File: config.mk
export PLATFORM = sky130hd
export DESIGN_NAME = cordic_post
export DESIGN_NICKNAME = d
export VERILOG_FILES = /design/src/rtl/cordic_post.sv
export SDC_FILE = /design/constraint.sdc
export NUM_CORES = 1
export LEC_CHECK = 0
export CORE_MARGIN = 2
export CORE_UTILIZATION = 60
export CTS_BUF_LIST = sky130_fd_sc_hd__clkbuf_16
export CTS_CLUSTER_SIZE = 40
export DETAILED_ROUTE_END_ITERATION = 10
export PLACE_DENSITY = 0.81
export SLEW_MARGIN = 5
export SYNTH_ARGS = -nofsm -noshare
export SYNTH_HDL_FRONTEND = slang
export SYNTH_SLANG_ARGS = --single-unit
export TNS_END_PERCENT = 50
File: constraint.sdc
create_clock -name clk_i -period 9.2 [get_ports clk_i]
set_input_delay 2.3 -clock clk_i [delete_from_list [all_inputs] [get_ports clk_i]]
set_output_delay 2.3 -clock clk_i [all_outputs]
set_load 0.005 [all_outputs]
File: src/rtl/cordic_post.sv
// Post-processing for the CORDIC vectoring core: gain compensation, full-circle angle restore
// and optional direction quantisation (enabled by defining CORDIC_POST_DIR_QUANT_EN).
module cordic_post #(
    parameter int unsigned DW       = 16,
    parameter int unsigned DW_DOT   = 4,
    parameter int unsigned DW_NOR   = 20,
    parameter int unsigned CORE_LAT = 15
) (
    input  logic                   clk_i,
    input  logic                   rst_ni,
    input  logic                   oct_hsync_i,
    input  logic [2:0]             oct_code_i,
    input  logic                   din_vsync_i,
    input  logic                   din_hsync_i,
    input  logic [DW+DW_DOT-1:0]   din_x_i,
    input  logic [DW_NOR-1:0]      din_z_i,
    output logic                   dout_vsync_o,
    output logic                   dout_hsync_o,
    output logic [DW-1:0]          dout_mag_o,
    output logic [DW_NOR-1:0]      dout_angle_o,
    output logic [1:0]             dout_dir_o,
    output logic                   align_err_o
);

    localparam int unsigned XW    = DW + DW_DOT;
    localparam int unsigned PW    = XW + 16;
    localparam int unsigned KGain = 39797;

    localparam logic [PW-1:0]     RndAdd  = PW'(1) << (15 + DW_DOT);
    localparam logic [DW_NOR-1:0] Quarter = DW_NOR'(1) << (DW_NOR - 2);
    localparam logic [DW_NOR-1:0] Half    = DW_NOR'(1) << (DW_NOR - 1);

    // Octant delay line: {hsync, sx, sy, swap}, tap lines up with din_*.
    logic [3:0] oct_dl_q [CORE_LAT];
    logic [3:0] oct_tap;

    assign oct_tap = oct_dl_q[CORE_LAT-1];

    always_ff @(posedge clk_i) begin
        if (!rst_ni) begin
            for (int i = 0; i < int'(CORE_LAT); i++) begin
                oct_dl_q[i] <= '0;
            end
        end else begin
            oct_dl_q[0] <= {oct_hsync_i, oct_code_i};
            for (int i = 1; i < int'(CORE_LAT); i++) begin
                oct_dl_q[i] <= oct_dl_q[i-1];
            end
        end
    end

    // Stage 1: gain multiply and first-quadrant fold.
    logic              vs1_q, hs1_q;
    logic [PW-1:0]     p_d, p_q;
    logic [DW_NOR-1:0] t1_d, t1_q;
    logic              sx_d, sy_d, sx1_q, sy1_q;

    always_comb begin
        p_d  = '0;
        t1_d = '0;
        sx_d = 1'b0;
        sy_d = 1'b0;
        if (din_hsync_i) begin
            p_d  = PW'(din_x_i) * PW'(KGain);
            t1_d = oct_tap[0] ? (Quarter - din_z_i) : din_z_i;
            sx_d = oct_tap[2];
            sy_d = oct_tap[1];
        end
    end

    always_ff @(posedge clk_i) begin
        if (!rst_ni) begin
            vs1_q <= 1'b0;
            hs1_q <= 1'b0;
            p_q   <= '0;
            t1_q  <= '0;
            sx1_q <= 1'b0;
            sy1_q <= 1'b0;
        end else begin
            vs1_q <= din_vsync_i;
            hs1_q <= din_hsync_i;
            p_q   <= p_d;
            t1_q  <= t1_d;
            sx1_q <= sx_d;
            sy1_q <= sy_d;
        end
    end

    // Stage 2: round-half-up magnitude and full-circle angle.
    logic              vs2_q, hs2_q;
    logic [PW-1:0]     p_rnd;
    logic [DW-1:0]     mag_d, mag2_q;
    logic [DW_NOR-1:0] ang_d, ang2_q;

    assign p_rnd = p_q + RndAdd;

    always_comb begin
        mag_d = '0;
        ang_d = '0;
        if (hs1_q) begin
            mag_d = DW'(p_rnd >> (16 + DW_DOT));
            unique case ({sx1_q, sy1_q})
                2'b00: ang_d = t1_q;
                2'b10: ang_d = Half - t1_q;
                2'b11: ang_d = Half + t1_q;
                2'b01: ang_d = '0 - t1_q;
            endcase
        end
    end

    always_ff @(posedge clk_i) begin
        if (!rst_ni) begin
            vs2_q  <= 1'b0;
            hs2_q  <= 1'b0;
            mag2_q <= '0;
            ang2_q <= '0;
        end else begin
            vs2_q  <= vs1_q;
            hs2_q  <= hs1_q;
            mag2_q <= mag_d;
            ang2_q <= ang_d;
        end
    end

    // Stage 3: output registers.
    logic              vs3_q, hs3_q;
    logic [DW-1:0]     mag3_q;
    logic [DW_NOR-1:0] ang3_q;

    always_ff @(posedge clk_i) begin
        if (!rst_ni) begin
            vs3_q  <= 1'b0;
            hs3_q  <= 1'b0;
            mag3_q <= '0;
            ang3_q <= '0;
        end else begin
            vs3_q  <= vs2_q;
            hs3_q  <= hs2_q;
            mag3_q <= hs2_q ? mag2_q : '0;
            ang3_q <= hs2_q ? ang2_q : '0;
        end
    end

`ifdef CORDIC_POST_DIR_QUANT_EN
    // Bins of (angle mod 180 deg) in 22.5 deg steps; boundaries land in the higher bin.
    localparam logic [DW_NOR-2:0] E1 = (DW_NOR-1)'(1) << (DW_NOR - 4);
    localparam logic [DW_NOR-2:0] E3 = E1 * 3;
    localparam logic [DW_NOR-2:0] E5 = E1 * 5;
    localparam logic [DW_NOR-2:0] E7 = E1 * 7;

    logic [DW_NOR-2:0] ang_half;
    logic [1:0]        dir_d, dir_q;

    assign ang_half = ang2_q[DW_NOR-2:0];

    always_comb begin
        dir_d = 2'd0;
        if (hs2_q) begin
            if (ang_half < E1) begin
                dir_d = 2'd0;
            end else if (ang_half < E3) begin
                dir_d = 2'd1;
            end else if (ang_half < E5) begin
                dir_d = 2'd2;
            end else if (ang_half < E7) begin
                dir_d = 2'd3;
            end else begin
                dir_d = 2'd0;
            end
        end
    end

    always_ff @(posedge clk_i) begin
        if (!rst_ni) begin
            dir_q <= 2'd0;
        end else begin
            dir_q <= dir_d;
        end
    end

    assign dout_dir_o = dir_q;
`else
    assign dout_dir_o = 2'd0;
`endif

    // Sticky misalignment flag; a new mismatch outranks the frame-start clear.
    logic din_vs_prev_q;
    logic align_err_d, align_err_q;

    always_comb begin
        align_err_d = align_err_q;
        if (din_vsync_i && !din_vs_prev_q) begin
            align_err_d = 1'b0;
        end
        if (oct_tap[3] != din_hsync_i) begin
            align_err_d = 1'b1;
        end
    end

    always_ff @(posedge clk_i) begin
        if (!rst_ni) begin
            din_vs_prev_q <= 1'b0;
            align_err_q   <= 1'b0;
        end else begin
            din_vs_prev_q <= din_vsync_i;
            align_err_q   <= align_err_d;
        end
    end

    assign dout_vsync_o = vs3_q;
    assign dout_hsync_o = hs3_q;
    assign dout_mag_o   = mag3_q;
    assign dout_angle_o = ang3_q;
    assign align_err_o  = align_err_q;

endmodule

==> impl_metrics.xml, run 1 <==
<?xml version="1.0" encoding="UTF-8"?>
<metrics>
  <group name="outcome">
    <metric name="outcome" unit="">finished, final reports clean</metric>
  </group>
  <group name="synth">
    <metric name="synth_top_area_share" unit="%">29.3</metric>
    <metric name="synth_simple_gate_area_share" unit="%">14.5</metric>
    <metric name="postSynthRegisterBits" unit="">178</metric>
    <metric name="yosys.area_share.xor_xnor" unit="%">2.59</metric>
    <metric name="post-synth-top-area-cell" unit="">sky130_fd_sc_hd__dfxtp_1</metric>
    <metric name="ys_top_cells_by_count" unit="">sky130_fd_sc_hd__inv_1 (229), sky130_fd_sc_hd__dfxtp_1 (178), sky130_fd_sc_hd__ha_1 (144)</metric>
    <metric name="synthesis.yosys.warnings" unit="">0</metric>
    <metric name="synth_enable_flop_cells" unit="">0</metric>
    <metric name="share_of_the_yosys_chip_area_belonging_to_registers" unit="%">29.3</metric>
    <metric name="synth_most_common_cell" unit="">sky130_fd_sc_hd__inv_1</metric>
    <metric name="post_synth_num_cell_types" unit="">54</metric>
    <metric name="synth_top_family_by_area" unit="">adder cells</metric>
    <metric name="synth_ff_type" unit="">sky130_fd_sc_hd__dfxtp_1</metric>
    <metric name="yosys-top-cells-area" unit="">sky130_fd_sc_hd__dfxtp_1 (29%), sky130_fd_sc_hd__fa_1 (22%), sky130_fd_sc_hd__ha_1 (15%)</metric>
    <metric name="synth-compound-area-share" unit="%">7.99</metric>
    <metric name="synth_fa_ha_area_share" unit="%">36.9</metric>
    <metric name="asyncSetResetFlopFracSynth" unit="%">0</metric>
    <metric name="yosys-mux-area-fraction" unit="%">0.412</metric>
    <metric name="syn_area_per_cell" unit="µm²">9.71</metric>
    <metric name="total_standard_cell_area_after_synthesis" unit="µm²">12200</metric>
    <metric name="post_synth_inst_count" unit="">1252</metric>
  </group>
  <group name="placed_design">
    <metric name="numPortBuffers" unit="">86</metric>
    <metric name="dp_slack" unit="ns">0.675</metric>
    <metric name="place_hpwl" unit="mm">20.2</metric>
    <metric name="detailed_place.area" unit="µm²">13300</metric>
    <metric name="gp_routability_congestion" unit="">0.928</metric>
  </group>
  <group name="worst_setup_path">
    <metric name="worst_ep_arrival_time" unit="ns">8.38</metric>
    <metric name="reg2reg_from" unit="">t1_q[0]$_SDFF_PN0_</metric>
    <metric name="most_repeated_library_cell_on_the_critical_path" unit="">sky130_fd_sc_hd__fa_1</metric>
    <metric name="timing_worst_setup_path_type" unit="">primary input to flip-flop</metric>
    <metric name="timing.critical_path.cells" unit="">clkdlybuf4s50_1 -&gt; inv_1 -&gt; fa_1 -&gt; fa_1 -&gt; inv_1 -&gt; fa_1 -&gt; fa_1 -&gt; fa_1 -&gt; inv_1 -&gt; fa_1 -&gt; inv_1 -&gt; ha_1 -&gt; and2_1 -&gt; and3_1 -&gt; o21ai_0 -&gt; a31oi_1 -&gt; o21ai_0 -&gt; buf_4 -&gt; nand3_1 -&gt; or3b_2</metric>
    <metric name="critPathSlowestCell" unit="">sky130_fd_sc_hd__clkdlybuf4s50_1</metric>
    <metric name="data_required_time_at_the_worst_endpoint" unit="ns">9.49</metric>
    <metric name="startpoint_type" unit="">primary input</metric>
    <metric name="crit_path_largest_cell_delay" unit="ns">0.59</metric>
    <metric name="startpoint" unit="">din_x_i[9]</metric>
    <metric name="cp-end-kind" unit="">flip-flop</metric>
    <metric name="crit_fanout" unit="">5</metric>
    <metric name="number_of_cell_instances_on_the_worst_register_to_register_path" unit="">9</metric>
  </group>
  <group name="final_layout">
    <metric name="fin_area" unit="µm²">13900</metric>
    <metric name="final_layout_size_suffix_gt1_share" unit="%">4.36</metric>
    <metric name="multi_input_comb_area" unit="µm²">7590</metric>
    <metric name="antenna_cells" unit="">0</metric>
    <metric name="final_design_utilization" unit="%">69.5</metric>
    <metric name="num-fill-cells" unit="">1547</metric>
    <metric name="seqCellArea" unit="µm²">3560</metric>
    <metric name="syn2layout_area_growth" unit="%">14.5</metric>
    <metric name="final_net_count" unit="">1666</metric>
  </group>
  <group name="power_and_ir_drop">
    <metric name="leak_pwr" unit="nW">6.63</metric>
    <metric name="vdd.ir_drop.worst" unit="µV">301</metric>
    <metric name="pwr_density_cell" unit="nW/µm²">353</metric>
    <metric name="design_power_total" unit="mW">4.91</metric>
  </group>
  <group name="global_routing">
    <metric name="grt_pass1_wl" unit="mm">42.0</metric>
    <metric name="grt_overflow_total" unit="">0</metric>
    <metric name="global_route.usage.total" unit="%">24.2</metric>
    <metric name="grt_use_met2" unit="%">43.4</metric>
    <metric name="first_global_vias" unit="">8895</metric>
    <metric name="grt_max_degree" unit="">107</metric>
    <metric name="gr-usage-met1" unit="%">30.3</metric>
    <metric name="grt.busiest_layer" unit="">met2</metric>
    <metric name="globalRouteMet3Util" unit="%">3.62</metric>
    <metric name="grt_antenna_before_repair" unit="">0</metric>
  </group>
  <group name="detailed_routing">
    <metric name="drt_first_iter_violations" unit="">375</metric>
    <metric name="postRouteAntennaNets" unit="">0</metric>
    <metric name="vias" unit="">8563</metric>
    <metric name="routed_wire_length_per_instance" unit="µm">15.2</metric>
    <metric name="drc" unit="">0</metric>
    <metric name="vias_per_cell" unit="">5.28</metric>
    <metric name="totalWireLength" unit="mm">24.6</metric>
    <metric name="first_pass_iters" unit="">5</metric>
  </group>
  <group name="cts">
    <metric name="cts_tree" unit="">done</metric>
    <metric name="h-tree-depth" unit="">4</metric>
    <metric name="path_clk_slew" unit="ns">0.06</metric>
    <metric name="clock_sinks" unit="">178</metric>
    <metric name="post-cts-setup-buffers" unit="">0</metric>
    <metric name="maximum_clock_insertion_buffer_count" unit="">2</metric>
    <metric name="cts_hold_repair.buffers" unit="">0</metric>
    <metric name="root_buffer" unit="">sky130_fd_sc_hd__clkbuf_16</metric>
    <metric name="tritoncts.num_buffers" unit="">17</metric>
    <metric name="clk_latency" unit="ns">0.42</metric>
    <metric name="post_cts_resized" unit="">0</metric>
  </group>
  <group name="timing">
    <metric name="setup_total_negative_slack" unit="ns">0</metric>
    <metric name="finalCritPeriodShare" unit="%">87.9</metric>
    <metric name="skew" unit="ns">0.00736</metric>
    <metric name="hold_vio_cnt_final" unit="">0</metric>
    <metric name="post-route-worst-setup-slack" unit="ns">1.11</metric>
    <metric name="achievable-frequency" unit="GHz">0.124</metric>
    <metric name="post-route-min-period" unit="ns">8.09</metric>
    <metric name="setup_viol" unit="">0</metric>
    <metric name="rsz0062_at_grt" unit="">no</metric>
    <metric name="worst_slew_slack_as_a_fraction_of_its_limit" unit="%">37.5</metric>
    <metric name="final-max-slew-violation-count" unit="">0</metric>
    <metric name="worst_pin_slew" unit="ns">0.935</metric>
  </group>
  <group name="flow_run">
    <metric name="cap_violations" unit="">0</metric>
  </group>
  <group name="min_path">
    <metric name="whs_path_depth" unit="">1</metric>
    <metric name="worstHoldPathType" unit="">flip-flop to flip-flop</metric>
    <metric name="worst_hold_startpoint" unit="">oct_dl_q[0][24]$_SDFF_PN0_</metric>
  </group>
  <group name="die">
    <metric name="fp.dieArea" unit="µm²">21400</metric>
    <metric name="num_io_pins" unit="">89</metric>
    <metric name="num_rows" unit="">52</metric>
    <metric name="x_dimension_of_the_die" unit="µm">146</metric>
    <metric name="core_region_area" unit="µm²">20000</metric>
    <metric name="floorplan.initialDensity" unit="%">60.7</metric>
    <metric name="floorplan.die.height" unit="µm">146</metric>
  </group>
</metrics>
## cell families after synthesis
family | count (synthesis)
other | 1
muxes | 5
xor gates and xnor gates | 36
and+or+nand+nor | 335
AOI/OAI and AO/OA | 153
buffers and inverters | 266
adders and majority gates | 278
DFF | 178
## sequential cells by signal (all words and copies together) (netlist names)
signal,cells
oct_dl_q,60
ang2_q,20
dout_angle_o,20
t1_q,20
p_q,17
dout_mag_o,16
mag2_q,16
align_err_o,1
dout_hsync_o,1
dout_vsync_o,1
hs1_q,1
hs2_q,1
sx1_q,1
sy1_q,1
vs1_q,1
vs2_q,1
## critical path: cells and delay by family
kind | cells | cell delay (ns)
compound gates | 3 | 0.74
fa+ha+maj | 7 | 3.36
buf+inv | 6 | 1.13
simple gates | 4 | 0.83
## area by class of cell
cell class | instances | area share, %
clock inverter | 15 | 1.08
multi-input combinational | 809 | 54.5
tap | 270 | 2.43
sequential | 178 | 25.6
clock buffer | 17 | 3.06
timing repair buffer | 105 | 7.17
inverter | 229 | 6.17
## final timing paths
check | to | slack, ns
worst max register to register | ang2_q[18]$_SDFF_PN0_ | 5.89
worst max-delay path | p_q[30]$_SDFF_PN0_ | 1.11
worst min register to register | oct_dl_q[0][28]$_SDFF_PN0_ | 0.43
worst min-delay path | oct_dl_q[0][28]$_SDFF_PN0_ | 0.43
## power by group
| group | switching, mW | total [mW] | internal [mW] |
|---|---|---|---|
| sequential | 0.0228 | 0.832 | 0.809 |
| combinational | 2.00 | 3.39 | 1.39 |
| clock | 0.308 | 0.689 | 0.382 |
| total | 2.33 | 4.91 | 2.58 |
## metrics by stage
step	cells	hold WS, ns
final	1623	0.427
after global routing	1623	0.434
after CTS	1623	0.429
after detailed placement	1591	0.418
after global placement	1591	0.413
after floorplan	1253	0.412
## layer usage
| metal | vias to the layer above | routed length (µm) |
|---|---|---|
| met1 | 4085 | 10600 |
| met4 | 0 | 470 |
| met5 | - | 0 |
| met2 | 219 | 12500 |
| li1 | 4220 | - |
| met3 | 39 | 1030 |
## layout by cell type, fill, tap and decap left out, drive strengths merged, types with 3 or more instances in the layout
| cell type | count |
|---|---|
| or4 | 5 |
| o211ai | 6 |
| a311oi | 6 |
| clkdlybuf4s50 | 85 |
| inv | 238 |
| nor4 | 6 |
| xor2 | 26 |
| nor3 | 17 |
| a21o | 11 |
| a22oi | 9 |
| o31ai | 8 |
| and3 | 53 |
| nand2 | 44 |
| a31oi | 6 |
| xnor2 | 10 |
| or2 | 3 |
| o41ai | 3 |
| nor2 | 80 |
| ha | 144 |
| o21a | 5 |
| clkbuf | 17 |
| mux2i | 5 |
| clkinv | 3 |
| or3 | 11 |
| o21ai | 37 |
| nand3 | 23 |
| a21boi | 4 |
| and2 | 67 |
| nand2b | 7 |
| a21oi | 41 |
| buf | 20 |
| a211oi | 3 |
| fa | 134 |
| dfxtp | 178 |
| nor2b | 4 |
| a221oi | 3 |
| nand4 | 10 |
No activity file was read; power rests on OpenSTA's default activity.
==> run 2, diff against run 1 <==
--- a/config.mk
+++ b/config.mk
@@ -7,9 +7,10 @@
 export LEC_CHECK = 0
 export CORE_MARGIN = 2
 export CORE_UTILIZATION = 60
-export CTS_BUF_LIST = sky130_fd_sc_hd__clkbuf_16
+export CTS_BUF_LIST = sky130_fd_sc_hd__clkbuf_2 sky130_fd_sc_hd__clkbuf_4 sky130_fd_sc_hd__clkbuf_8
 export CTS_CLUSTER_SIZE = 40
 export DETAILED_ROUTE_END_ITERATION = 10
+export HOLD_SLACK_MARGIN = 0.02
 export PLACE_DENSITY = 0.81
 export SLEW_MARGIN = 5
 export SYNTH_ARGS = -nofsm -noshare
==> run 2 against run 1 <==
Compared with the run above:
- largest power group unchanged
- combinational power about the same
- via count is 0.28% higher
- count of clock-buffer cells in the layout is 1 higher
- sequential power about the same
- clock skew up 0.0029 ns
- sequential share of layout area increased by 0.35 points
- total power shrank 3.7%
==> impl_metrics.xml, run 2 (synthesis gave the netlist of run 1 again) <==
<?xml version="1.0" encoding="UTF-8"?>
<metrics>
  <group name="final_layout">
    <metric name="largest-register" unit="">oct_dl_q</metric>
    <metric name="final_net_count" unit="">1666</metric>
    <metric name="seqCellArea" unit="µm²">3560</metric>
    <metric name="layout.cells.most_common_list" unit="">sky130_fd_sc_hd__inv_1 (229), sky130_fd_sc_hd__dfxtp_1 (178), sky130_fd_sc_hd__ha_1 (144)</metric>
    <metric name="syn2layout_area_growth" unit="%">13.0</metric>
    <metric name="instances_no_fill" unit="">1623</metric>
    <metric name="num-fill-cells" unit="">1590</metric>
    <metric name="antenna_cells" unit="">0</metric>
    <metric name="multi_input_comb_area" unit="µm²">7590</metric>
    <metric name="largest_register_ff_count" unit="">60</metric>
    <metric name="mostFrequentLayoutCell" unit="">sky130_fd_sc_hd__inv_1</metric>
    <metric name="final_layout_size_suffix_gt1_share" unit="%">4.43</metric>
  </group>
  <group name="placed_design">
    <metric name="placedCellCount" unit="">1591</metric>
    <metric name="numPortBuffers" unit="">86</metric>
    <metric name="gp_routability_congestion" unit="">0.928</metric>
    <metric name="place_hpwl" unit="mm">20.2</metric>
    <metric name="dp_slack" unit="ns">0.675</metric>
  </group>
  <group name="detailed_routing">
    <metric name="vias" unit="">8587</metric>
    <metric name="routed_wire_length_per_instance" unit="µm">15.0</metric>
    <metric name="totalWireLength" unit="mm">24.3</metric>
    <metric name="postRouteAntennaNets" unit="">0</metric>
    <metric name="first_pass_iters" unit="">5</metric>
    <metric name="drc" unit="">0</metric>
    <metric name="drt_first_iter_violations" unit="">457</metric>
    <metric name="vias_per_cell" unit="">5.29</metric>
  </group>
  <group name="die">
    <metric name="floorplan.die.height" unit="µm">146</metric>
    <metric name="core_region_area" unit="µm²">20000</metric>
    <metric name="num_io_pins" unit="">89</metric>
    <metric name="x_dimension_of_the_die" unit="µm">146</metric>
    <metric name="fp.dieArea" unit="µm²">21400</metric>
    <metric name="floorplan.initialDensity" unit="%">60.7</metric>
    <metric name="num_rows" unit="">52</metric>
  </group>
  <group name="worst_setup_path">
    <metric name="data_required_time_at_the_worst_endpoint" unit="ns">9.51</metric>
    <metric name="worst_ep_arrival_time" unit="ns">8.37</metric>
    <metric name="timing_worst_setup_path_type" unit="">primary input to flip-flop</metric>
    <metric name="r2r_slack" unit="ns">5.86</metric>
    <metric name="cp-end-kind" unit="">flip-flop</metric>
    <metric name="r2r_end" unit="">ang2_q[18]$_SDFF_PN0_</metric>
    <metric name="startpoint_type" unit="">primary input</metric>
    <metric name="startpoint" unit="">din_x_i[9]</metric>
    <metric name="setup.worst_path.end" unit="">p_q[30]$_SDFF_PN0_</metric>
    <metric name="reg2reg_from" unit="">t1_q[0]$_SDFF_PN0_</metric>
    <metric name="crit_fanout" unit="">5</metric>
    <metric name="number_of_cell_instances_on_the_worst_register_to_register_path" unit="">9</metric>
  </group>
  <group name="timing">
    <metric name="final-max-slew-violation-count" unit="">0</metric>
    <metric name="finalCritPeriodShare" unit="%">87.7</metric>
    <metric name="achievable-frequency" unit="GHz">0.124</metric>
    <metric name="hold_vio_cnt_final" unit="">0</metric>
    <metric name="setup_total_negative_slack" unit="ns">0</metric>
    <metric name="worst_pin_slew" unit="ns">0.896</metric>
    <metric name="worst_slew_slack_as_a_fraction_of_its_limit" unit="%">39.7</metric>
    <metric name="setup_viol" unit="">0</metric>
    <metric name="skew" unit="ns">0.0103</metric>
    <metric name="rsz0062_at_grt" unit="">no</metric>
    <metric name="post-route-min-period" unit="ns">8.06</metric>
    <metric name="post-route-worst-setup-slack" unit="ns">1.14</metric>
  </group>
  <group name="cts">
    <metric name="cts_tree" unit="">done</metric>
    <metric name="root_buffer" unit="">sky130_fd_sc_hd__clkbuf_8</metric>
    <metric name="maximum_clock_insertion_buffer_count" unit="">2</metric>
    <metric name="cts_hold_repair.buffers" unit="">0</metric>
    <metric name="post_cts_resized" unit="">0</metric>
    <metric name="post-cts-setup-buffers" unit="">0</metric>
    <metric name="clk_latency" unit="ns">0.43</metric>
    <metric name="clock_sinks" unit="">178</metric>
    <metric name="h-tree-depth" unit="">4</metric>
    <metric name="path_clk_slew" unit="ns">0.09</metric>
    <metric name="tritoncts.num_buffers" unit="">17</metric>
  </group>
  <group name="power_and_ir_drop">
    <metric name="design_power_total" unit="mW">4.73</metric>
    <metric name="vdd.ir_drop.worst" unit="µV">303</metric>
    <metric name="leak_pwr" unit="nW">6.54</metric>
    <metric name="pwr_density_cell" unit="nW/µm²">344</metric>
  </group>
  <group name="min_path">
    <metric name="worstHoldPathType" unit="">flip-flop to flip-flop</metric>
  </group>
  <group name="global_routing">
    <metric name="first_global_vias" unit="">8844</metric>
    <metric name="grt_pass1_wl" unit="mm">41.4</metric>
    <metric name="grt_max_degree" unit="">107</metric>
    <metric name="grt_antenna_before_repair" unit="">0</metric>
    <metric name="grt_overflow_total" unit="">0</metric>
    <metric name="global_route.usage.total" unit="%">23.8</metric>
  </group>
  <group name="outcome">
    <metric name="outcome" unit="">finished, final reports clean</metric>
  </group>
  <group name="flow_run">
    <metric name="cap_violations" unit="">0</metric>
  </group>
</metrics>
## run 2: worst min path at each step
| stage | start | end | cells past startpoint |
|---|---|---|---|
| 4_1_cts | oct_dl_q[0][24]$_SDFF_PN0_ | oct_dl_q[0][28]$_SDFF_PN0_ | 1 |
| 3_5_place_dp | oct_dl_q[1][23]$_SDFF_PN0_ | oct_dl_q[1][27]$_SDFF_PN0_ | 1 |
| 5_1_grt | oct_dl_q[0][24]$_SDFF_PN0_ | oct_dl_q[0][28]$_SDFF_PN0_ | 1 |
| 6_report | oct_dl_q[0][24]$_SDFF_PN0_ | oct_dl_q[0][28]$_SDFF_PN0_ | 1 |
| 2_1_floorplan | vs2_q$_SDFF_PN0_ | dout_vsync_o$_SDFF_PN0_ | 1 |
| 3_3_place_gp | oct_dl_q[1][5]$_SDFF_PN0_ | oct_dl_q[1][9]$_SDFF_PN0_ | 1 |
## run 2: layout make-up
class | instances | area share [%]
sequential | 178 | 25.9
inverter | 229 | 6.26
clock inverter | 14 | 1.07
clock buffer | 18 | 1.76
multi-input combinational | 809 | 55.2
tap | 270 | 2.46
timing repair buffer | 105 | 7.27
## run 2: critical path, stage by stage
cell                              delay (ns)
sky130_fd_sc_hd__clkdlybuf4s50_1        0.59
sky130_fd_sc_hd__inv_1                  0.19
sky130_fd_sc_hd__fa_1                   0.48
sky130_fd_sc_hd__fa_1                   0.51
sky130_fd_sc_hd__inv_1                  0.06
sky130_fd_sc_hd__fa_1                   0.53
sky130_fd_sc_hd__fa_1                   0.46
sky130_fd_sc_hd__fa_1                   0.55
sky130_fd_sc_hd__inv_1                  0.05
sky130_fd_sc_hd__fa_1                   0.52
sky130_fd_sc_hd__inv_1                  0.04
sky130_fd_sc_hd__ha_1                   0.31
sky130_fd_sc_hd__and2_1                 0.16
sky130_fd_sc_hd__and3_1                 0.16
sky130_fd_sc_hd__o21ai_0                0.12
sky130_fd_sc_hd__a31oi_1                0.40
sky130_fd_sc_hd__o21ai_0                0.22
sky130_fd_sc_hd__buf_4                  0.20
sky130_fd_sc_hd__nand3_1                0.07
sky130_fd_sc_hd__or3b_2                 0.44
## run 2: metal layers
layer  up-vias  GRT usage, %  share of wire (%)
li1       4218             -                  -
met1      4079          29.7                 42
met2       241          41.9                 50
met3        49          4.34                4.9
met4         0          7.91                2.8
met5         -             0                  0
## run 2: report_power, final
group | switching [mW] | internal (mW) | leakage [nW] | total [mW]
logic | 2.00 | 1.39 | 4.90 | 3.39
registers | 0.0227 | 0.808 | 1.44 | 0.831
clock network | 0.280 | 0.227 | 0.195 | 0.507
total | 2.30 | 2.43 | 6.54 | 4.73
## run 2: metrics by stage
stage	hold WS, ns	area [µm²]	utilization [%]
finish	0.431	13700	68.5
global route	0.436	13700	68.5
CTS	0.430	13700	68.5
detailed placement	0.418	13300	66.6
global placement	0.413	13300	66.6
floorplan	0.412	12200	-
==> patch 1: new RTL, flow settings as in run 1 <==
Build with the macro `CORDIC_POST_DIR_QUANT_EN` defined.
--- a/src/rtl/cordic_post.sv
+++ b/src/rtl/cordic_post.sv
@@ -2,2 +2,4 @@
 // and optional direction quantisation (enabled by defining CORDIC_POST_DIR_QUANT_EN).
+`define CORDIC_POST_DIR_QUANT_EN
+
 module cordic_post #(
Behaviour: not the same (Yosys sat finds a counterexample within 4 cycles, from zero or initial values and one cycle with rst_ni low).
==> patch 1 against run 1 <==
Setup slack better by 110 ps; sequential power grew 1%; cell area is 0.96% higher; routed wire length rose by 1.9%; largest cell class unchanged; total power increased by 6.8%; combinational power grew 6.8%; die area is 0.64% higher; via count decreased by 0.86%; register-to-register slack better by 700 ps; sequential cell count up 2; area after synthesis rose by 0.66%; sequential share of layout area is essentially flat; highest routed layer unchanged.
==> patch 1: results (changes against run 1) <==
The instance count along the most critical hold path came out at 1 (unchanged). The placer congestion estimate is 0.922 (was 0.928). The share of final-layout standard cells stronger than drive strength 1 came out at 4.46% (was 4.36%).

The initial antenna violation count was 0 (unchanged). The worst IR drop on VDD is 0.000310 V (was 0.000301 V). The all-layer global routing usage came to 24.8% (was 24.2%). The type of the most critical hold path is flop to flop (unchanged). The initial detailed-routing violation count is 326 (was 375). The post-CTS setup-driven buffer insertion count came out at 0 (unchanged). The launch point of the worst path is din_x_i[10] (was din_x_i[9]). The clock network latency to the later pin of the worst-skew pair came out at 430 ps. Main area contributors after synthesis: dfxtp_1 (29%), fa_1 (22%), ha_1 (15%) (unchanged).

The worst reg2reg path startpoint is t1_q[0] (unchanged). The cell leakage power came out at 6.61 nW (was 6.63 nW). The count of fill cells added during filler insertion came out at 1516 (was 1547). The root cell of the clock tree is clkbuf_16 (unchanged). The end of the worst register-to-register path is ang2_q[10] (was ang2_q[18]).

The number of distinct library cell variants in the gate-level netlist after synthesis is 57 (was 54). The share of flip-flops with an asynchronous set or reset came out at 0% (unchanged). The setup clock skew after layout is 16.4 ps (was 7.36 ps). The final net count is 1658 (was 1666). The port buffer count came out at 88 (was 86).

The clock-pin slew of the registers on the worst-case setup and hold paths was 80 ps (was 60 ps). The first-pass GRT wire length came to 43.0 mm (was 42.0 mm). Status: completed (unchanged). Commonest cells in the netlist: inv_1 (225), dfxtp_1 (180), ha_1 (144) (was inv_1 (229), dfxtp_1 (178), ha_1 (144)). The number of optimization iterations in the first detailed-route pass is 5 (unchanged).

The reg2reg setup slack came out at 6590 ps (was 5890 ps). The critical path's largest stage delay came out at 640 ps (was 590 ps). The largest register by flop count is oct_dl_q (unchanged).

The mean routed wirelength per cell came out at 15.5 um (was 15.2 um). The H-tree depth reported by CTS came to 4 (unchanged). The end point of the worst hold path is oct_dl_q[0][16] (was oct_dl_q[0][28]).

The highest fanout seen on the critical path is 5 (unchanged). The via count of the first global-routing pass is 8954 (was 8895). The detailed placer's ending HPWL is 19.9 mm (was 20.2 mm). The pin count of the biggest net entering global routing is 107 (unchanged). The total of hold buffers inserted after clock tree synthesis was 0 (unchanged). The portion of synthesized cell area occupied by the leading cell type was 29.4% (was 29.3%). The vias after detailed routing came out at 8489 (was 8563). The number of instances resized during post-cts repair was 0 (unchanged). The startpoint of the most critical hold path was oct_dl_q[0][12] (was oct_dl_q[0][24]). The worst slack on hold paths came to 432 ps (was 427 ps). The antenna cell count is 0 (unchanged). The mean area per synthesized cell is 9.79 um^2 (was 9.71 um^2). The number of flip-flops in the largest register came to 60 (unchanged). The worst slew margin relative to its limit came out at 21.1% (was 37.5%). The net count of the mapped netlist came out at 1576. The detailed-route wire length came out at 25.1 mm (was 24.6 mm).

The length in cells of the worst reg-to-reg path was 9 (unchanged). The number of CTS-inserted buffers is 17 (unchanged). The proportion of synthesized chip area in sequential cells was 29.4% (was 29.3%).
-- patch 1: worst max path at each step --
stage	endpoint	cells past startpoint	slack, ps
floorplan	p_q[34]	21	1860
global placement	p_q[32]	19	890
detailed placement	p_q[32]	19	830
CTS	p_q[32]	19	1270
global route	p_q[32]	19	930
finish	p_q[32]	19	1220
-- patch 1: cell type report --
| type | count | share of cell area [%] |
|---|---|---|
| Tap cell | 270 | 2.40 |
| Timing Repair Buffer | 100 | 6.87 |
| Clock inverter | 15 | 1.65 |
| Inverter | 225 | 6.01 |
| Multi-Input combinational cell | 808 | 54.4 |
| Sequential cell | 180 | 25.6 |
| Clock buffer | 17 | 3.03 |
-- patch 1: report_power, final --
part | switching (W) | internal, W | total (W)
Sequential | 0.0000243 | 0.000816 | 0.000841
Clock | 0.000332 | 0.000447 | 0.000778
Combinational | 0.00221 | 0.00142 | 0.00362
Total | 0.00256 | 0.00268 | 0.00524
-- patch 1: through the flow --
step | area (um^2) | setup WS, ps
4_1_cts | 14100 | 1270
5_1_grt | 14100 | 931
3_5_place_dp | 13400 | 832
2_1_floorplan | 12200 | 1860
6_report | 14100 | 1220
3_3_place_gp | 13400 | 892
-- patch 1: cells by family (layout without fill, tap and decap cells) --
kind of cell / after synthesis / after routing / share of synthesized area [%]
compound gates: 137 / 137 / 7.40
xor+xnor: 48 / 48 / 3.44
fa+ha+maj: 278 / 278 / 36.6
buf+inv: 262 / 357 / 8.06
flops: 180 / 180 / 29.4
mux: 4 / 4 / 0.348
simple gates: 341 / 341 / 14.7
-- patch 1: metal layers --
layer	vias up	part of all wire, %	GRT usage, %
met3	28	4.3	3.17
met1	4058	44	31.6
met4	0	1.5	7.23
met2	208	50	44.3
li1	4195	-	-
met5	-	0	0
==> patch 2: new RTL, config.mk and constraints of run 1 <==
Without the edit above. `t1_q` no longer has a reset.
--- a/src/rtl/cordic_post.sv
+++ b/src/rtl/cordic_post.sv
@@ -75,3 +75,2 @@
             p_q   <= '0;
-            t1_q  <= '0;
             sx1_q <= 1'b0;
@@ -82,3 +81,2 @@
             p_q   <= p_d;
-            t1_q  <= t1_d;
             sx1_q <= sx_d;
@@ -86,2 +84,6 @@
         end
+    end
+
+    always_ff @(posedge clk_i) begin
+        t1_q <= t1_d;
     end
Function: same outputs for any inputs over 10 cycles, from zero or initial values and one cycle with rst_ni low; that may be too few to reach the edited logic, so the function may still have changed.
==> patch 2 against run 1 <==
Area after synthesis increased by 0.31%; routed wire length decreased by 0.68%; total power increased by 2.6%; first-iteration DRC count unchanged; setup slack got worse by 200 ps; cell area increased by 0.48%; sequential cell count unchanged; die area increased by 0.30%; critical path type unchanged; critical endpoint unchanged; largest cell class unchanged.
==> patch 2: results (changes against run 1) <==
The post-CTS setup-driven buffer insertion count is 0 (unchanged). The data arrival time of the critical path is 8610 ps (was 8380 ps). The clock-pin slew of the registers on the worst-case setup and hold paths is 70 ps.

The mean routed wirelength per cell came out at 15.2 um (about the same). The number of optimization iterations in the first detailed-route pass came out at 5 (unchanged). The met3 track demand over resource came to 2.53% (was 3.62%).

The port buffer count is 86 (unchanged). The multiplexer share of the synthesized area is 0.174% (was 0.412%). The detailed placer's ending HPWL is 19.9 mm (was 20.2 mm). The critical path's largest stage delay came out at 610 ps (was 590 ps). The share of flip-flops with an asynchronous set or reset is 0% (unchanged). The root cell of the clock tree is clkbuf_16 (unchanged). The first-pass GRT wire length was 41.7 mm (was 42.0 mm). Main area contributors after synthesis: dfxtp_1 (29%), fa_1 (22%), ha_1 (15%) (unchanged). The proportion of synthesized chip area in sequential cells is 29.2% (was 29.3%). The largest register by flop count is oct_dl_q (unchanged). The clock network latency to the later pin of the worst-skew pair was 420 ps (about the same).

The final net count came out at 1646 (was 1666). The worst reg2reg path startpoint was t1_q[0] (unchanged). The number of flip-flops in the largest register came out at 60 (unchanged). The gate family responsible for the most delay along the worst path was adder cells (unchanged). Commonest cells in the netlist: inv_1 (231), dfxtp_1 (178), ha_1 (144) (was inv_1 (229), dfxtp_1 (178), ha_1 (144)).

The number of instances resized during post-cts repair came out at 0 (unchanged). The total of warnings raised by yosys came to 0 (unchanged). The adder-cell area share of the yosys netlist came out at 36.8% (was 36.9%). The initial antenna violation count is 0 (unchanged). The via count of the first global-routing pass came to 8670 (was 8895). The count of fill cells added during filler insertion came to 1528 (was 1547). The highest fanout seen on the critical path came out at 11 (was 5).

The met1 layer usage reported by global route is 29.7% (was 30.3%). The internal power was 0.00267 W (was 0.00258 W). The fraction of the mapped netlist area in compound gates is 8.16% (was 7.99%). The worst slew margin relative to its limit came out at 40.8% (was 37.5%). The worst-path cell with the longest stage delay is clkdlybuf4s50_1 (unchanged). The H-tree depth reported by CTS came out at 4 (unchanged). The setup clock skew after layout was 9.61 ps (was 7.36 ps).

The final max-slew violation count came to 0 (unchanged). The startpoint of the most critical hold path is oct_dl_q[1][19] (was oct_dl_q[0][24]). The met2 usage in global routing came out at 45.4% (was 43.4%). The number of distinct library cell variants in the gate-level netlist after synthesis came out at 59 (was 54).

The initial detailed-routing violation count was 375 (unchanged). The worst IR drop on VDD came to 0.000333 V (was 0.000301 V). The launch point of the worst path is din_x_i[14] (was din_x_i[9]). The all-layer global routing usage came out at 24.1% (was 24.2%). The placer congestion estimate is 0.933 (was 0.928). The maximum root-to-sink buffer count came out at 2 (unchanged).

The detail-routed via count per cell is 5.26 (was 5.28). Status: completed (unchanged). The main flop type after synthesis is dfxtp_1 (unchanged). The share of final-layout standard cells stronger than drive strength 1 came out at 3.98% (was 4.36%).

The share of the synthesized netlist area taken by xor and xnor gates came out at 2.66% (was 2.59%). The number of CTS-inserted buffers is 17 (unchanged). The cell leakage power came out at 6.77 nW (was 6.63 nW). The pin count of the biggest net entering global routing was 107 (unchanged).
[patch 2: area by class of cell]
type,instances,area share (%)
Inverter,231,6.20
Timing Repair Buffer,98,6.76
Clock buffer,17,3.04
Sequential cell,178,25.5
Multi-Input combinational cell,794,54.6
Tap cell,270,2.41
Clock inverter,15,1.57
[patch 2: logic make-up (layout without fill, tap and decap cells)]
logic type / Yosys count / count (layout)
AOI/OAI and AO/OA: 149 / 149
xor gates and xnor gates: 37 / 37
adders and majority gates: 278 / 278
buffers and inverters: 265 / 361
DFF: 178 / 178
muxes: 2 / 2
other: 1 / 2
and+or+nand+nor: 326 / 326
[patch 2: per-layer routing]
metal  part of all wire (%)  wire length [um]  vias up
li1                       -                 -     4174
met1                     42             10300     4025
met5                      0                 0        -
met2                     52             12800      197
met4                    1.5               357        0
met3                    3.7               911       34
[patch 2: power groups by stage]
stage	logic, W	clock network (W)	registers, W
floorplan	0.00268	0	0.000845
global placement	0.00336	0	0.000851
detailed placement	0.00342	0	0.000852
CTS	0.00345	0.000762	0.000835
global route	0.00400	0.000797	0.000839
finish	0.00345	0.000754	0.000835
[patch 2: worst paths after layout]
path                      to  slack, ps  cells after the start
min          oct_dl_q[1][23]        430                      1
max                  p_q[30]        910                     20
max reg2reg       ang2_q[18]       6490                      7
min reg2reg  oct_dl_q[1][23]        430                      1
[patch 2: stage by stage]
step / area (um^2) / hold WS (ps) / std cells / setup WS [ps] / utilization, %
after global placement: 13300 / 414 / 1571 / 715 / 66.4
after global routing: 14000 / 444 / 1603 / 465 / 69.6
after detailed placement: 13300 / 418 / 1571 / 513 / 66.4
after CTS: 14000 / 436 / 1603 / 982 / 69.6
after floorplan: 12200 / 412 / 1237 / 1630 / -
final: 14000 / 433 / 1603 / 906 / 69.6
